$ cat config.mk
export PLATFORM = sky130hd
export DESIGN_NAME = game_timer_ctrl
export DESIGN_NICKNAME = d
export VERILOG_FILES = /design/src/rtl/game_timer_pkg.sv /design/src/rtl/timer_warn_blink.sv /design/src/rtl/game_timer_ctrl.sv
export SDC_FILE = /design/constraint.sdc
export NUM_CORES = 1
export LEC_CHECK = 0
export ABC_AREA = 1
export CAP_MARGIN = 20
export CORE_MARGIN = 4
export CORE_UTILIZATION = 59
export DETAILED_ROUTE_END_ITERATION = 10
export PLACE_DENSITY = 0.85
export SLEW_MARGIN = 25
export SYNTH_ARGS = -nofsm -noshare
export SYNTH_HDL_FRONTEND = slang
export SYNTH_SLANG_ARGS = --single-unit
$ cat constraint.sdc
create_clock -name clk -period 4.2 [get_ports clk]
set_input_delay 0.63 -clock clk [delete_from_list [all_inputs] [get_ports clk]]
set_output_delay 0.63 -clock clk [all_outputs]
set_load 0.1 [all_outputs]
$ cat src/rtl/game_timer_pkg.sv
// Shared definitions for the game timer controller: FSM state encoding and default time width.
package game_timer_pkg;

  localparam int TIME_W = 27;

  typedef enum logic [1:0] {
    ST_SETUP   = 2'd0,
    ST_RUN     = 2'd1,
    ST_PAUSE   = 2'd2,
    ST_EXPIRED = 2'd3
  } state_t;

endpackage

$ cat src/rtl/timer_warn_blink.sv
// Warning blinker: o_warn toggles every BLINK_DIV enabled cycles; dropping i_en clears counter and output.
module timer_warn_blink #(
  parameter int BLINK_DIV = 25000000
) (
  input  logic clk,
  input  logic rst,
  input  logic i_en,
  output logic o_warn
);

  localparam int CNT_W = (BLINK_DIV > 1) ? $clog2(BLINK_DIV) : 1;
  localparam logic [CNT_W-1:0] CNT_LAST = CNT_W'(BLINK_DIV - 1);

  logic [CNT_W-1:0] r_cnt;
  logic             r_warn;

  always_ff @(posedge clk) begin
    if (rst || !i_en) begin
      r_cnt  <= '0;
      r_warn <= 1'b0;
    end else if (r_cnt == CNT_LAST) begin
      r_cnt  <= '0;
      r_warn <= ~r_warn;
    end else begin
      r_cnt <= r_cnt + 1'b1;
    end
  end

  assign o_warn = r_warn;

endmodule

$ cat src/rtl/game_timer_ctrl.sv
// Game timer controller: setup/run/pause/expired FSM driving a countdown datapath.
// Optional blinking warning is built only when TIMER_CTRL_WARN_EN is defined.
module game_timer_ctrl #(
  parameter int TIME_W       = game_timer_pkg::TIME_W,
  parameter int DEFAULT_TIME = 60,
  parameter int STEP         = 10,
  parameter int MAX_TIME     = 99999999,
  parameter int WARN_TIME    = 10,
  parameter int BLINK_DIV    = 25000000
) (
  input  logic              clk,
  input  logic              rst,
  input  logic              btn_start,
  input  logic              btn_pause,
  input  logic              btn_up,
  input  logic              btn_down,
  input  logic [TIME_W-1:0] last_time,
  output logic [TIME_W-1:0] start_time,
  output logic              setting_change,
  output logic              clock_go,
  output logic [1:0]        state,
  output logic              time_up,
  output logic              warn,
  output logic [7:0]        round_cnt
);

  import game_timer_pkg::*;

  localparam logic [TIME_W:0]   STEP_X    = (TIME_W+1)'(STEP);
  localparam logic [TIME_W:0]   MAX_X     = (TIME_W+1)'(MAX_TIME);
  localparam logic [TIME_W-1:0] STEP_T    = TIME_W'(STEP);
  localparam logic [TIME_W-1:0] MAX_T     = TIME_W'(MAX_TIME);
  localparam logic [TIME_W-1:0] DEFAULT_T = TIME_W'(DEFAULT_TIME);

  state_t            r_state, w_state_nxt;
  logic [TIME_W-1:0] r_start_time, w_start_nxt;
  logic [TIME_W:0]   w_sum, w_diff;
  logic              w_expire;
  logic              r_time_up;
  logic [7:0]        r_round_cnt;

  assign w_sum    = {1'b0, r_start_time} + STEP_X;
  assign w_diff   = {1'b0, r_start_time} - STEP_X;
  assign w_expire = (r_state == ST_RUN) && (last_time == '0);

  always_ff @(posedge clk) begin
    if (rst) r_state <= ST_SETUP;
    else     r_state <= w_state_nxt;
  end

  // A start press in SETUP masks up/down even when the reload handshake is not yet complete.
  always_comb begin
    w_state_nxt = r_state;
    w_start_nxt = r_start_time;
    case (r_state)
      ST_SETUP: begin
        if (btn_start) begin
          if (last_time == r_start_time) w_state_nxt = ST_RUN;
        end else if (btn_up) begin
          w_start_nxt = (w_sum > MAX_X) ? MAX_T : w_sum[TIME_W-1:0];
        end else if (btn_down) begin
          w_start_nxt = (w_diff[TIME_W] || (w_diff < STEP_X)) ? STEP_T : w_diff[TIME_W-1:0];
        end
      end
      ST_RUN: begin
        if (w_expire)       w_state_nxt = ST_EXPIRED;
        else if (btn_pause) w_state_nxt = ST_PAUSE;
      end
      ST_PAUSE: begin
        if (btn_start)      w_state_nxt = ST_SETUP;
        else if (btn_pause) w_state_nxt = ST_RUN;
      end
      ST_EXPIRED: begin
        if (btn_start) w_state_nxt = ST_SETUP;
      end
      default: w_state_nxt = ST_SETUP;
    endcase
  end

  always_ff @(posedge clk) begin
    if (rst) begin
      r_start_time <= DEFAULT_T;
      r_time_up    <= 1'b0;
      r_round_cnt  <= '0;
    end else begin
      r_start_time <= w_start_nxt;
      r_time_up    <= w_expire;
      if (w_expire && (r_round_cnt != 8'hFF)) r_round_cnt <= r_round_cnt + 8'd1;
    end
  end

  assign start_time     = r_start_time;
  assign setting_change = (r_state == ST_SETUP);
  assign clock_go       = (r_state == ST_RUN);
  assign state          = r_state;
  assign time_up        = r_time_up;
  assign round_cnt      = r_round_cnt;

`ifdef TIMER_CTRL_WARN_EN
  localparam logic [TIME_W-1:0] WARN_T = TIME_W'(WARN_TIME);
  logic w_warn_en;

  assign w_warn_en = (r_state == ST_RUN) && (last_time != '0) && (last_time <= WARN_T);

  timer_warn_blink #(.BLINK_DIV(BLINK_DIV)) u_warn_blink (
    .clk    (clk),
    .rst    (rst),
    .i_en   (w_warn_en),
    .o_warn (warn)
  );
`else
  // Warning parameters are meaningless without the blinker; fold them into a sink.
  logic w_unused_cfg;
  assign w_unused_cfg = ^{WARN_TIME, BLINK_DIV};
  assign warn         = 1'b0;
`endif

endmodule

==> summary.txt <==
Run status
  – Status: finished clean

Worst setup path
  – Required time of the worst setup path: 4.41 ns
  – Max stage delay on crit path: 0.51 ns
  – Worst R2R Start: start_time[5]
  – R2R Setup Slk: 0.88 ns
  – Setup CP Type: register to register
  – Buf+Inv Stages, Crit Path: 1
  – Crit-path most repeated cell: nand2_1
  – R2R Path End: start_time[17]
  – Critical path's slowest cell: nor2_1
  – Peak fanout along the critical path: 12
  – WP depth: 16
  – CP Cell Sequence: nor2_1 > nand2_1 > nor2_1 > nand3_1 > nand2_1 > nand2_1 > nor2_1 > nand2_1 > nor2_1 > nand3_1 > nand2_1 > nor2_4 > nand2_1 > nand3_1 > nand2_1 > inv_1
  – Endpoint class of the critical path: register
  – Top Family by Delay on Critical Path: simple AND/OR/NAND/NOR gates
  – Worst Setup Start Kind: register
  – Critical path arrival: 3.52 ns
  – Worst-case reg-to-reg path depth: 16

Cells and area
  – Final Cell Area: 5090 um^2
  – Post-route insts no fill: 898
  – N_diodes: 0
  – Final core occ: 0.734
  – Syn-to-layout area delta: 17.8%
  – Register area: 761 um^2
  – Fill count: 585
  – Layout Nets: 837
  – Share of cells above drive strength 1: 0.0711
  – Multi-input gate area: 3000 um^2

Route
  – Routed vias/inst: 5.82
  – Post-Route WL: 14.8 mm
  – Initial DRC count: 560
  – Vias after detailed routing: 5,230
  – ANT nets after route: 0
  – Avg WL per Cell: 16.5 um
  – Total iterations of the first detailed-routing run: 5
  – Drt drc: 0

Floorplan
  – Top Ports: 74
  – Total core area: 6940 um^2
  – FP Rows: 30
  – Die area: 8760 um^2
  – Die Span X: 93.6 um
  – Initial Util: 0.623
  – Die Y: 93.6 um

STA
  – Worst Skew: 0.00614 ns
  – Slew @ Worst Pin: 1.00 ns
  – Final setup violation count: 0
  – Period utilization: 0.790
  – RSZ-0062 raised after global routing: false
  – Max Fclk: 0.302 GHz
  – Minimum clock period: 3.32 ns
  – Slew headroom: 0.329
  – Setup TNS: 0 ns
  – Final hold vios: 0
  – Worst Setup Slack, final: 0.883 ns
  – Final Max Slew Viols: 0

Clock tree
  – CTS Buf Count: 5
  – Clock-pin slew on the worst setup and hold paths: 0.09 ns
  – Clock Sink Count: 38
  – Clock Path Buffers: 2
  – Clock root buffer: clkbuf_8
  – Post-cts sizing count: 0
  – Post-CTS setup repair buffer count: 0
  – Hold-fix buffers at CTS: 0
  – H-tree level count: 2
  – CTS tree: built
  – Worst-Skew Late Latency: 0.30 ns

Min path
  – Worst hold path cell count: 1
  – Worst Min Path Start: round_cnt[6]
  – Worst Hold End: round_cnt[6]
  – HP Class: register to register

Place
  – Dpl cells: 890
  – Final HPWL from detailed placement: 11.3 mm
  – Pre-CTS setup slack: 0.863 ns
  – Placed cell area: 4960 um^2
  – PortBufs: 72
  – Routability cong.: 1.05

Synth
  – Number of synthesized register bits: 38
  – Mapped Cells: 760
  – Main synth FF type: dfxtp_1
  – Syn Area/Cell: 5.69 um^2
  – Sequential element share of the synthesized area: 0.176
  – Synth async-reset ratio: 0
  – Ys Warns: 0
  – Post-synth EDFFs: 0
  – Post-Syn Area: 4330 um^2
  – Yosys cell types: 41
  – Mapped Nets: 796

GRT
  – Initial antenna violation count: 0
  – Largest net degree at the start of global routing: 32
  – Vias in the first global route: 4,809
  – GR Util All Layers: 0.342
  – GR Overflow Total: 0
  – Global-route wire length before repair: 24.0 mm

Flow run
  – Max-cap violation count: 0

Power
  – Leakage: 2.30 nW
  – Pwr dens: 353 nW/um^2
  – IR drop worst, VDD: 0.308 mV
==> metrics by stage <==
step | hold slack [ns] | power (W)
final | 0.491 | 0.00180
after global routing | 0.508 | 0.00188
after CTS | 0.490 | 0.00177
after detailed placement | 0.474 | 0.00139
after global placement | 0.460 | 0.00137
after floorplan | 0.868 | 0.00118
==> power by group <==
group          leakage, nW  switching (W)  internal, W  total [W]
clock network       0.0683       0.000152     0.000238   0.000390
registers            0.311       0.000104     0.000394   0.000498
logic                 1.92       0.000651     0.000256   0.000907
==> worst reg2reg max path, delay by kind of cell (launching register included) <==
kind	cells	cell delay, ns
buf+inv	1	0.04
flops	1	0.43
simple gates	15	2.76
==> worst max-delay path by stage <==
stage,endpoint,startpoint,slack (ns)
finish,start_time[17],start_time[5],0.88
global route,start_time[19],start_time[1],0.70
CTS,start_time[19],start_time[5],1.05
detailed placement,start_time[18],btn_up,0.86
global placement,start_time[18],btn_up,0.98
floorplan,round_cnt[4],state[0],0.41
==> routing by layer <==
metal	vias to the layer above	share of wire	track usage
li1	2496	-	-
met4	0	0.034	0.126
met5	-	0	0
met3	41	0.11	0.0555
met1	2351	0.40	0.463
met2	342	0.46	0.546
==> cells in the mapped netlist, types with 2 or more instances <==
cell / count / area (um^2)
nor2_4: 4 / 45.0
a21oi_1: 28 / 140
ha_1: 3 / 37.5
nand4_1: 32 / 200
nor4_1: 11 / 68.8
nor2_2: 8 / 50.1
o21ai_1: 6 / 30.0
dfxtp_1: 38 / 761
nor3_1: 9 / 45.0
nand2_1: 236 / 886
o21ai_0: 26 / 130
nand2_4: 5 / 56.3
nand3_2: 3 / 30.0
clkbuf_1: 13 / 48.8
nor2_1: 99 / 372
inv_2: 5 / 18.8
xnor2_1: 12 / 105
xor2_1: 33 / 289
buf_6: 2 / 22.5
inv_1: 85 / 319
nand3_4: 3 / 52.6
buf_2: 9 / 45.0
buf_4: 13 / 97.6
a21oi_2: 8 / 70.1
nand3_1: 47 / 235
clkbuf_2: 2 / 10.0
nand2_2: 6 / 37.5
==> cells by family after synthesis <==
group                    Yosys count  synth area share
AO/OA/AOI/OAI                     75            0.0998
XOR/XNOR                          45            0.0911
adder cells (fa/ha/maj)            3           0.00868
buffers and inverters            131             0.132
flip-flops                        38             0.176
other                              1          0.000867
AND/OR/NAND/NOR                  467             0.492
==> registers in the layout, indices dropped and copies added (netlist names) <==
| register | flops |
|---|---|
| time_up | 1 |
| state | 2 |
| start_time | 27 |
| round_cnt | 8 |
==> placed cells by master, fill, tap and decap left out, types with 2 or more instances in the layout <==
cell	instances
nand2_1	236
nor2_1	98
inv_1	85
clkdlybuf4s50_1	72
nand3_1	47
dfxtp_1	38
xor2_1	33
nand4_1	32
a21oi_1	28
o21ai_0	26
xnor2_1	12
nor4_1	11
nor3_1	9
nor2_2	9
a21oi_2	8
nand2_2	6
o21ai_1	6
inv_2	5
nand2_4	5
clkbuf_8	5
nor2_4	4
nand3_4	3
nand3_2	3
ha_1	3
bufinv_16	2
buf_4	2
==> cell type report <==
type | instances | share of cell area
Clock buffer | 5 | 0.0135
Clock inverter | 3 | 0.0135
Inverter | 91 | 0.0671
Multi-Input combinational cell | 591 | 0.589
Sequential cell | 38 | 0.149
Tap cell | 96 | 0.0236
Timing Repair Buffer | 74 | 0.144
Note: power is estimated with default switching activity, not from simulation.
